<file path="config.mk">
export PLATFORM = sky130hd
export DESIGN_NAME = boot_loader_ctrl
export DESIGN_NICKNAME = d
export VERILOG_FILES = /design/src/rtl/boot_loader_ctrl.sv
export SDC_FILE = /design/constraint.sdc
export NUM_CORES = 1
export LEC_CHECK = 0
export CORE_ASPECT_RATIO = 1.5
export CORE_MARGIN = 10
export CORE_UTILIZATION = 30
export DETAILED_ROUTE_END_ITERATION = 8
export GPL_TIMING_DRIVEN = 0
export SKIP_CTS_REPAIR_TIMING = 1
export SYNTH_ARGS = -nofsm -noshare
export SYNTH_HDL_FRONTEND = slang
export SYNTH_SLANG_ARGS = --single-unit
</file>
<file path="constraint.sdc">
create_clock -name clk -period 3.1 [get_ports clk]
set_input_delay 0.62 -clock clk [delete_from_list [all_inputs] [get_ports clk]]
set_output_delay 0.62 -clock clk [all_outputs]
set_load 0.01 [all_outputs]
</file>
<file path="src/rtl/boot_loader_ctrl.sv">
// Boot loader: receives a framed instruction image over the UART, writes it to
// instruction memory, replies ACK/NAK, then hands UART and core over on success.
module boot_loader_ctrl #(
  parameter int unsigned DEPTH   = 2048,
  parameter logic [7:0]  MAGIC   = 8'hA5,
  parameter int unsigned TIMEOUT = 1_000_000
) (
  input  logic        clk,
  input  logic        reset,
  input  logic        rx_irr,
  input  logic [7:0]  rx_data,
  output logic        rx_ack,
  output logic        tx_req,
  output logic [7:0]  tx_data,
  input  logic        tx_busy,
  output logic        cpu_irr,
  input  logic        cpu_ack,
  input  logic        cpu_w_req,
  input  logic [7:0]  cpu_w_data,
  output logic        cpu_w_busy,
  output logic        imem_we,
  output logic [10:0] imem_waddr,
  output logic [31:0] imem_wdata,
  output logic        cpu_reset,
  output logic        boot_done,
  output logic        boot_err
);

  typedef enum logic [2:0] {IDLE, LEN_LO, LEN_HI, DATA, CSUM, REPLY, RUN} state_t;

  state_t      state;
  logic        acc_r;
  logic        tx_req_r;
  logic [7:0]  tx_data_r;
  logic        reply_ack;
  logic [7:0]  csum;
  logic [7:0]  len_lo;
  logic [15:0] len;
  logic [11:0] widx;
  logic [1:0]  bidx;
  logic [31:0] word;
  logic [31:0] tcnt;

  logic        run;
  logic        accept;
  logic        counting;
  logic        timed_out;
  logic [15:0] n_next;
  logic [31:0] word_next;

  assign run       = (state == RUN);
  // Blanking after an accept hides the UART's one-cycle-late irr drop.
  assign accept    = rx_irr && !acc_r && (state != RUN) && (state != REPLY);
  assign counting  = (state == LEN_LO) || (state == LEN_HI) || (state == DATA) || (state == CSUM);
  assign timed_out = (TIMEOUT != 0) && counting && !accept && (tcnt == 32'(TIMEOUT - 1));
  assign n_next    = {rx_data, len_lo};
  assign word_next = {rx_data, word[31:8]};

  assign rx_ack     = run ? cpu_ack    : acc_r;
  assign tx_req     = run ? cpu_w_req  : tx_req_r;
  assign tx_data    = run ? cpu_w_data : tx_data_r;
  assign cpu_irr    = run & rx_irr;
  assign cpu_w_busy = run ? tx_busy    : 1'b1;

  always_ff @(posedge clk) begin
    if (reset) begin
      state      <= IDLE;
      acc_r      <= 1'b0;
      tx_req_r   <= 1'b0;
      tx_data_r  <= '0;
      reply_ack  <= 1'b0;
      csum       <= '0;
      len_lo     <= '0;
      len        <= '0;
      widx       <= '0;
      bidx       <= '0;
      word       <= '0;
      tcnt       <= '0;
      imem_we    <= 1'b0;
      imem_waddr <= '0;
      imem_wdata <= '0;
      cpu_reset  <= 1'b1;
      boot_done  <= 1'b0;
      boot_err   <= 1'b0;
    end else begin
      acc_r   <= accept;
      imem_we <= 1'b0;
      if (counting && !accept) tcnt <= tcnt + 32'd1;
      else                     tcnt <= '0;

      if (timed_out) begin
        state     <= REPLY;
        reply_ack <= 1'b0;
      end else begin
        case (state)
          IDLE: if (accept && rx_data == MAGIC) begin
            state    <= LEN_LO;
            boot_err <= 1'b0;
            csum     <= '0;
            widx     <= '0;
            bidx     <= '0;
          end
          LEN_LO: if (accept) begin
            len_lo <= rx_data;
            state  <= LEN_HI;
          end
          LEN_HI: if (accept) begin
            len <= n_next;
            if (n_next == 16'd0 || n_next > 16'(DEPTH)) begin
              state     <= REPLY;
              reply_ack <= 1'b0;
            end else begin
              state <= DATA;
            end
          end
          DATA: if (accept) begin
            csum <= csum + rx_data;
            word <= word_next;
            bidx <= bidx + 2'd1;
            if (bidx == 2'd3) begin
              imem_we    <= 1'b1;
              imem_waddr <= widx[10:0];
              imem_wdata <= word_next;
              widx       <= widx + 12'd1;
              if (16'(widx) + 16'd1 == len) state <= CSUM;
            end
          end
          CSUM: if (accept) begin
            state     <= REPLY;
            reply_ack <= (rx_data == csum);
          end
          REPLY: begin
            if (tx_req_r) begin
              tx_req_r <= 1'b0;
              if (reply_ack) begin
                state     <= RUN;
                cpu_reset <= 1'b0;
                boot_done <= 1'b1;
              end else begin
                state    <= IDLE;
                boot_err <= 1'b1;
              end
            end else if (!tx_busy) begin
              tx_req_r  <= 1'b1;
              tx_data_r <= reply_ack ? 8'h06 : 8'h15;
            end
          end
          default: ;
        endcase
      end
    end
  end

endmodule
</file>
# ---- Word level (Yosys, flattened, before mapping)
# Index checks and enable logic that the tools add are counted.
dict set report word_totals {
  elab_cells 136
  output_inout_bits 59
  regBits 171
}
dict set report classes {
  bitwise 7
  mux 38
  n_reduce_logical 35
  magnitude_cmp 1
  n_eq_ne 31
  addsub 5
}
# operator count
set ops {}
lappend ops {{2-to-1 mux 12 bit} 3}
lappend ops {{2-to-1 mux 3 bit} 11}
lappend ops {{adder 32 x 1 -> 32 bit, second input constant} 1}
lappend ops {{== test 32 x 20 -> 1 bit, second input constant} 1}
lappend ops {{2-to-1 mux 8 bit} 3}
lappend ops {{!= test 3 bit, second input constant} 8}
lappend ops {{one-hot mux 12 bit (2 select lines)} 1}
lappend ops {{AND reduction 4 bit} 5}
lappend ops {{one-hot mux 3 bit (6 select lines)} 1}
lappend ops {{AND reduction 9 bit} 2}
lappend ops {{== test 13 x 16 -> 1 bit} 1}
lappend ops {{greater-than comparator 16 x 12 -> 1 bit, second input constant} 1}
lappend ops {{zero test 16 bit} 1}
lappend ops {{one-hot mux 8 bit (2 select lines)} 1}
lappend ops {{!= test 2 bit, second input constant} 7}
lappend ops {{adder 12 x 1 -> 13 bit, second input constant} 1}
lappend ops {{adder 12 x 1 -> 12 bit, second input constant} 1}
lappend ops {{2-to-1 mux 1 bit} 12}
lappend ops {{AND reduction 5 bit} 2}
lappend ops {{== test 3 bit, second input constant} 3}
lappend ops {{AND reduction 3 bit} 3}
lappend ops {{adder 8 bit} 1}
lappend ops {{== test 8 bit} 1}
lappend ops {{== test 8 bit, second input constant} 1}
lappend ops {{other kinds (22)} 45}

# ---- Logic depth before layout (Yosys ltp)
# Gate-level depths: netlist of run 1.
dict set report depth {
  depth_word 9
  depth_mapped 9
  mapped_depth_nobuf 9
}

# ---- Worst setup path after synthesis of run 1
# Ideal clock, no wire load.
dict set report synth_path {
  kind {input to register}
  start {input port rx_data[1]}
  end {register csum[7]}
  setup_slack_ns 0.758
  stages 8
  n_path_buf 0
  arrival_time_ns 2.280
  setup_time_ns 0.062
  cell_sequence {ha_1 > a21o_1 > a21oi_1 > o21bai_1 > a2111oi_0 > nor3_1 > a2111o_1 > nand3_1}
}
dict set report synth_between {
  elab_chain_len 4
  elab_cells_between_ends 7
  classes_between {add/sub: 1; eq/ne: 2; mux: 2; reduce/logical: 2}
}
# item line
set synth_rtl {}
lappend synth_rtl {{from (decl)} 11} ;# input logic [7:0] rx_data,
lappend synth_rtl {{parallel branches: the longest is 4 deep, another holds adder 8 bit} --}
lappend synth_rtl {{to (signal assigned)} 117} ;# csum <= csum + rx_data;
lappend synth_rtl {{to (decl)} 36} ;# logic [7:0] csum;
# Parallel ways; which one is timed is not known. The select of a mux whose other input is x is not followed.
# A chain may end at the register's enable or synchronous reset.

# ---- Worst setup path in the final report of run 1
dict set report layout_path {
  start {register state[0]}
  end {output port rx_ack}
}
dict set report layout_between {
  elab_chain_len 2
}
# item line
set layout_rtl {}
lappend layout_rtl {{from (decl)} 31} ;# state_t state;
lappend layout_rtl {{from (signal assigned)} 67} ;# state <= IDLE;
lappend layout_rtl {{from (signal assigned)} 92} ;# state <= REPLY;
lappend layout_rtl {{from (signal assigned)} 97} ;# state <= LEN_LO;
lappend layout_rtl {{== test 3 bit} 51} ;# assign run = (state == RUN);
lappend layout_rtl {{2-to-1 mux 1 bit} 59} ;# assign rx_ack = run ? cpu_ack : acc_r;
lappend layout_rtl {{to (decl)} 12} ;# output logic rx_ack,
# Every way passes these cells.

==> impl_metrics.ini, run 1 <==
[worst_setup_path]
r2r-start = widx[0]
crit_path_max_incr_delay_ns = 0.54
path_class = register to primary output
timing.critical_path.to_type = primary output
cpLargestDelayFamily = buffers and inverters
critical_path.cell_chain = clkbuf_1, nor2_1, clkbuf_4, mux2_2, clkdlybuf4s50_1
setup.worst_path.start = state[0]
ff2ff_path_depth = 8
worst-path-max-fanout = 10
cp_slowest_cell = sky130_fd_sc_hd__clkdlybuf4s50_1
critPathBufInv = 3
worst_ep_arrival_time_ns = 2.35
worstPathRequired_ns = 2.48
cp_num_cells = 5
worstSetupStartpointType = register

[grt]
grt_use_total_pct = 13.4
initial_antenna_violation_count = 0
grt_first_pass_wirelength_um = 31500
first_global_vias = 6134
grt_start_max_net_pins = 17
grt_remaining_overflow = 0

[drt]
detail_route.vias_per_cell = 4.96
drt_pre_antenna_iters = 4
drt_wl_total_um = 19600
detail_route.drc_violations = 0
detailroute.via_count = 6300
post_drt_wl_per_cell_um = 15.4
drtIter0Drc = 299
post_detailed_route_count_of_antenna_violating_nets = 0

[timing]
grt_setup_unrepaired = true
fin_worst_skew_ns = 0.00988
worst_slew_pin_slew_ns = 0.817
layout_worst_path_cycle_share_pct = 95.6
timing.final.hold_violations = 0
fin_hold_ws_ns = 0.450
period_needed_ns = 2.97
timing.final.max_slew_violations = 0
setup_viol = 0
max_freq_mhz = 337
slew_headroom_pct = 45.2

[synthesis]
synth_cell_types = 51
synth_seq_area_share_pct = 45.3
synth.top_cells.by_area = sky130_fd_sc_hd__dfxtp_1 45%, sky130_fd_sc_hd__nand2_1 11%, sky130_fd_sc_hd__a21oi_1 8.5%
top_flip_flop_cell_by_instance_count_after_synthesis = sky130_fd_sc_hd__dfxtp_1
synth.area.mux_share_pct = 2.67
synth_top_family_by_area = simple AND/OR/NAND/NOR gates
netlist_top_cells_count = 209 x sky130_fd_sc_hd__nand2_1, 158 x sky130_fd_sc_hd__dfxtp_1, 118 x sky130_fd_sc_hd__a21oi_1
synth_edf_count = 0
adder_cell_share_of_the_synthesized_area_pct = 2.40
yosys.area_share.xor_xnor_pct = 6.27
syn_inst_count = 879
syn_avg_cell_area_um2 = 7.94
ys_warn_count = 0
yosys.cell_count.top_type = sky130_fd_sc_hd__nand2_1
share_of_the_synthesized_area_in_compound_gates_ao_oa_aoi_oai_pct = 12.8
postSynthNetCount = 913
postSynthRegisterBits = 158
async_flop_share_pct = 0
post_synthesis_cell_area_um2 = 6980
synth_top_area_share_pct = 45.3
post_synth_and_or_nand_nor_area_fraction_pct = 27.2
post-synth-top-area-cell = sky130_fd_sc_hd__dfxtp_1

[cts]
cts_num_sinks = 158
htree_levels = 4
clk_path_buf_depth = 2
cts.reportedPaths.clkPinSlew_ns = 0.07
cts_made_buffers = 17
cts.root.buffer_cell = sky130_fd_sc_hd__clkbuf_16
cts_tree = yes
insertion_delay_ns = 0.43

[die]
die_area_um2 = 29900
die_y_um = 207
ioPinCount = 81
fp.dieW_um = 145
initial_utilization_pct = 30.4
rows = 68
floorplan.core_area_um2 = 23000

[placed_design]
place_hpwl_um = 14900
place.port_buffers = 79
last_weighted_congestion_value_of_the_routability_driven_placer = 0.849
dpl_cell_area_um2 = 8120

[pwr]
switching_fraction_of_total_power_pct = 23.3
total_power_divided_by_cell_area_nw_per_um2 = 491
netSwitchingPower_uw = 997
p_leak_uw = 0.00298
peakVddDrop_mv = 0.364
sequential_power_share_pct = 47.5
comb_power_share_pct = 2.9
internal_power_uw = 3290
clock_power_share_pct = 49.6

[outcome]
run_status = finished, final reports clean

[worst_hold_path]
holdCritStartpoint = cpu_reset
worstHoldPathType = register to register
min_path_cells = 1

[cells_and_area]
layout-drive-gt1-share_pct = 5.35
post-route-util_pct = 38.0
layout-area-overhead-vs-synth_pct = 24.9
post-route-cell-area_um2 = 8720
layout.nets = 1011
insertedDiodeCount = 0

[flow_run]
max_cap_violations = 0
[cells by family (layout without fill, tap and decap cells)]
| logic type | count (synthesis) | in the layout |
|---|---|---|
| AOI/OAI and AO/OA | 165 | 165 |
| xor gates and xnor gates | 50 | 50 |
| adders and majority gates | 13 | 13 |
| buffers and inverters | 61 | 172 |
| DFF | 158 | 158 |
| muxes | 18 | 18 |
| and+or+nand+nor | 414 | 414 |
[worst register-to-register path, cell delays in order, from the launching register on]
cell                      delay [ns]
sky130_fd_sc_hd__dfxtp_1        0.59
sky130_fd_sc_hd__ha_1           0.40
sky130_fd_sc_hd__and3_2         0.27
sky130_fd_sc_hd__and3_1         0.27
sky130_fd_sc_hd__xnor2_1        0.10
sky130_fd_sc_hd__or4_1          0.41
sky130_fd_sc_hd__nor4_1         0.31
sky130_fd_sc_hd__o21a_2         0.23
sky130_fd_sc_hd__mux2i_1        0.19
[final timing paths]
| path | end | slack [ns] |
|---|---|---|
| setup / recovery | rx_ack | 0.13 |
| hold / removal | cpu_reset | 0.45 |
| setup reg to reg | state[2] | 0.26 |
| hold reg to reg | cpu_reset | 0.45 |
[cells in the final DEF (no fill, tap or decap), types with 3 or more instances in the layout]
cell type and instances:
sky130_fd_sc_hd__a21oi_1 118, sky130_fd_sc_hd__and3_1 11, sky130_fd_sc_hd__xor2_1 26, sky130_fd_sc_hd__nand4_1 10, sky130_fd_sc_hd__nand3_1 26, sky130_fd_sc_hd__nand2b_1 6, sky130_fd_sc_hd__a21o_1 5, sky130_fd_sc_hd__nand3b_1 3
sky130_fd_sc_hd__mux2i_1 13, sky130_fd_sc_hd__inv_6 5, sky130_fd_sc_hd__clkdlybuf4s50_1 79, sky130_fd_sc_hd__o21ai_0 20, sky130_fd_sc_hd__clkbuf_16 17, sky130_fd_sc_hd__dfxtp_1 157, sky130_fd_sc_hd__xnor2_1 24, sky130_fd_sc_hd__nor3_1 11
sky130_fd_sc_hd__nor2_1 80, sky130_fd_sc_hd__or3_1 11, sky130_fd_sc_hd__o21bai_1 3, sky130_fd_sc_hd__and4_1 6, sky130_fd_sc_hd__inv_1 10, sky130_fd_sc_hd__nor4_1 12, sky130_fd_sc_hd__clkbuf_1 41, sky130_fd_sc_hd__nand2_1 209
sky130_fd_sc_hd__buf_1 3, sky130_fd_sc_hd__nor2b_1 3, sky130_fd_sc_hd__ha_1 11, sky130_fd_sc_hd__and2_1 9, sky130_fd_sc_hd__a211oi_1 5, sky130_fd_sc_hd__buf_2 5, sky130_fd_sc_hd__mux2_2 5, sky130_fd_sc_hd__a31oi_1 6
[layout make-up]
type | instances | area, µm²
fillers | 2395 | 14300
flip-flops and latches | 158 | 3160
well taps | 280 | 350
inverters | 10 | 37.5
clock inverters | 13 | 154
repair buffers | 79 | 791
multi-input cells | 660 | 3580
plain buffers | 51 | 208
clock buffers | 19 | 433
[registers in the layout, summed over array words and instances, names as in the netlist]
register / cells
state: 3
imem_wdata: 32
bidx: 2
len: 16
boot_done: 1
csum: 8
reply_ack: 1
boot_err: 1
acc_r: 1
imem_waddr: 11
cpu_reset: 1
len_lo: 8
tx_req_r: 1
tcnt: 32
tx_data_r: 3
widx: 12
word: 24
imem_we: 1
[power by group through the flow]
stage                     Combinational (µW)  Sequential [µW]  Clock [µW]
final                                    126             2030        2120
after global routing                     136             2030        2240
after CTS                                127             2030        2160
after detailed placement                 126             2080           0
after global placement                   126             2080           0
after floorplan                         58.6             2080           0
[stage by stage]
| step | worst slack (ns) | total power, µW | setup TNS, ns | instances |
|---|---|---|---|---|
| after CTS | -0.374 | 4320 | -2.63 | 1270 |
| final | 0.135 | 4280 | 0 | 1270 |
| after floorplan | 0.758 | 2140 | 0 | 879 |
| after global placement | -0.302 | 2210 | -10.47 | 1238 |
| after global routing | -0.00672 | 4400 | -0.00672 | 1270 |
| after detailed placement | -0.351 | 2210 | -10.00 | 1238 |
[metal layers]
metal | GRT usage [%] | up-vias | share of wire [%]
li1 | - | 3160 | -
met1 | 13.9 | 2976 | 39
met2 | 25.1 | 129 | 55
met3 | 3.04 | 35 | 4.5
met4 | 5.50 | 0 | 2.1
met5 | 0 | - | 0
Note: power is estimated with default switching activity, not from simulation.
==> run 2: changes to the inputs <==
Settings changed: DONT_BUFFER_PORTS from default to 1.
==> run 2 against run 1 <==
  * Clock-buffer cell count decreased by 1
  * Die area unchanged
  * Wire length decreased by 1.3%
  * Sequential power about the same
  * Global-route usage decreased by 0.23 points
  * Register-to-register slack improved by 0.06 ns
  * Critical path depth unchanged
  * Total power decreased by 0.53%
  * Core utilization decreased by 3.4 points
  * Fmax increased by 4.5%
  * Non-clock buffer count decreased by 79
  * Clock skew about the same
  * Highest routed layer unchanged
==> impl_metrics.ini, run 2 (synthesized netlist as in run 1, its figures left out) <==
[timing]
period_needed_ns = 2.84
timing.final.max_slew_violations = 0
max_freq_mhz = 352
layout_worst_path_cycle_share_pct = 91.6
grt_setup_unrepaired = false
fin_hold_ws_ns = 0.312
slew_headroom_pct = 47.0
worst_slew_pin_slew_ns = 0.790
fin_worst_skew_ns = 0.00982
setup_viol = 0
timing.setup.tns_ns = 0
timing.final.hold_violations = 0

[worst_setup_path]
setup.reg_to_reg.worst_slack_ns = 0.32
worst_ep_arrival_time_ns = 2.22
cp_slowest_cell = sky130_fd_sc_hd__dfxtp_1
timing.critical_path.to_type = primary output
critPathBufInv = 2
worstPathRequired_ns = 2.48
crit_path_max_incr_delay_ns = 0.48
path_class = register to primary output
cpLargestDelayFamily = buffers and inverters
worstSetupStartpointType = register
critical_path.cell_chain = clkbuf_2, nand2_1, nor2_1, clkbuf_1, mux2_2
worst-path-max-fanout = 10

[die]
floorplan.core_area_um2 = 23000
fp.dieW_um = 145
rows = 68
die_y_um = 207
ioPinCount = 81
die_area_um2 = 29900
initial_utilization_pct = 30.4

[drt]
post_drt_wl_per_cell_um = 16.3
drtIter0Drc = 328
detail_route.vias_per_cell = 5.05
post_detailed_route_count_of_antenna_violating_nets = 0
detailroute.via_count = 6019
drt_wl_total_um = 19400
detail_route.drc_violations = 0
drt_pre_antenna_iters = 4

[cells_and_area]
layout-drive-gt1-share_pct = 5.60
largest_registers_ranked_by_flip_flop_count = imem_wdata (32), tcnt (32), word (24)
final_common_cell = sky130_fd_sc_hd__nand2_1
layout.nets = 932
mostFrequentLayoutCells = 209 x sky130_fd_sc_hd__nand2_1, 158 x sky130_fd_sc_hd__dfxtp_1, 118 x sky130_fd_sc_hd__a21oi_1, 80 x sky130_fd_sc_hd__nor2_1, 42 x sky130_fd_sc_hd__clkbuf_1
layout-area-overhead-vs-synth_pct = 13.7
insertedDiodeCount = 0

[pwr]
comb_power_share_pct = 2.0
sequential_power_share_pct = 47.7
internal_power_uw = 3230
total_power_divided_by_cell_area_nw_per_um2 = 537
p_leak_uw = 0.00269
switching_fraction_of_total_power_pct = 24.2
peakVddDrop_mv = 0.387
netSwitchingPower_uw = 1030
clock_power_share_pct = 50.3

[cts]
cts_made_buffers = 17
cts.root.buffer_cell = sky130_fd_sc_hd__clkbuf_16
insertion_delay_ns = 0.44
cts_num_sinks = 158
cts_tree = yes
clk_path_buf_depth = 2
cts.reportedPaths.clkPinSlew_ns = 0.07
htree_levels = 4

[grt]
grt_use_total_pct = 13.2
grt_first_pass_wirelength_um = 30900
first_global_vias = 5903
grt_remaining_overflow = 0
initial_antenna_violation_count = 0
grt_start_max_net_pins = 18

[placed_design]
place_hpwl_um = 14500
last_weighted_congestion_value_of_the_routability_driven_placer = 0.848
place.port_buffers = 0

[worst_hold_path]
worstHoldPathType = primary input to register

[outcome]
run_status = finished, final reports clean

[flow_run]
max_cap_violations = 0
run 2: layer usage:
layer / vias up / wire, µm / track usage, % / share of wire (%)
met3: 30 / 872 / 3.48 / 4.5
li1: 3029 / - / - / -
met4: 0 / 481 / 5.79 / 2.5
met2: 125 / 10400 / 24.2 / 54
met1: 2835 / 7620 / 13.6 / 39
met5: - / 0 / 0 / 0
run 2: path summary, 6_finish.rpt:
path | startpoint | endpoint | cells past startpoint
worst max-delay path | state[2] | tx_data[2] | 5
worst min-delay path | rx_data[4] | len[12] | 2
worst max register to register | state[1] | imem_waddr[1] | 8
worst min register to register | len[14] | len[14] | 2
run 2: worst reg2reg max path: cells and delay by family, from the launching register on:
kind / cells / cell delay, ns
DFF: 1 / 0.33
AOI/OAI and AO/OA: 1 / 0.13
and+or+nand+nor: 4 / 1.16
buffers and inverters: 3 / 1.09
run 2: layout make-up:
type | count | area [µm²]
buffer | 51 | 199
fill | 2449 | 15000
multi-input combinational | 660 | 3580
clock buffer | 18 | 439
tap | 280 | 350
clock inverter | 14 | 165
sequential | 158 | 3160
inverter | 10 | 37.5
run 2: power by group through the flow:
stage | Sequential [µW] | Clock (µW) | Combinational, µW
finish | 2030 | 2140 | 85.9
global placement | 2080 | 0 | 86.2
detailed placement | 2080 | 0 | 86.1
CTS | 2030 | 2180 | 86.6
global route | 2030 | 2260 | 94.3
floorplan | 2080 | 0 | 58.6
run 2: per-stage QoR:
step	utilization [%]	instance area (µm²)	worst slack, ns	cells	total power [µW]
after floorplan	-	6980	0.758	879	2140
after global placement	31.9	7330	0.0534	1159	2170
after detailed placement	31.9	7330	0.0766	1159	2170
after CTS	34.5	7940	0.0937	1191	4300
after global routing	34.5	7940	0.0634	1191	4380
final	34.5	7940	0.261	1191	4260
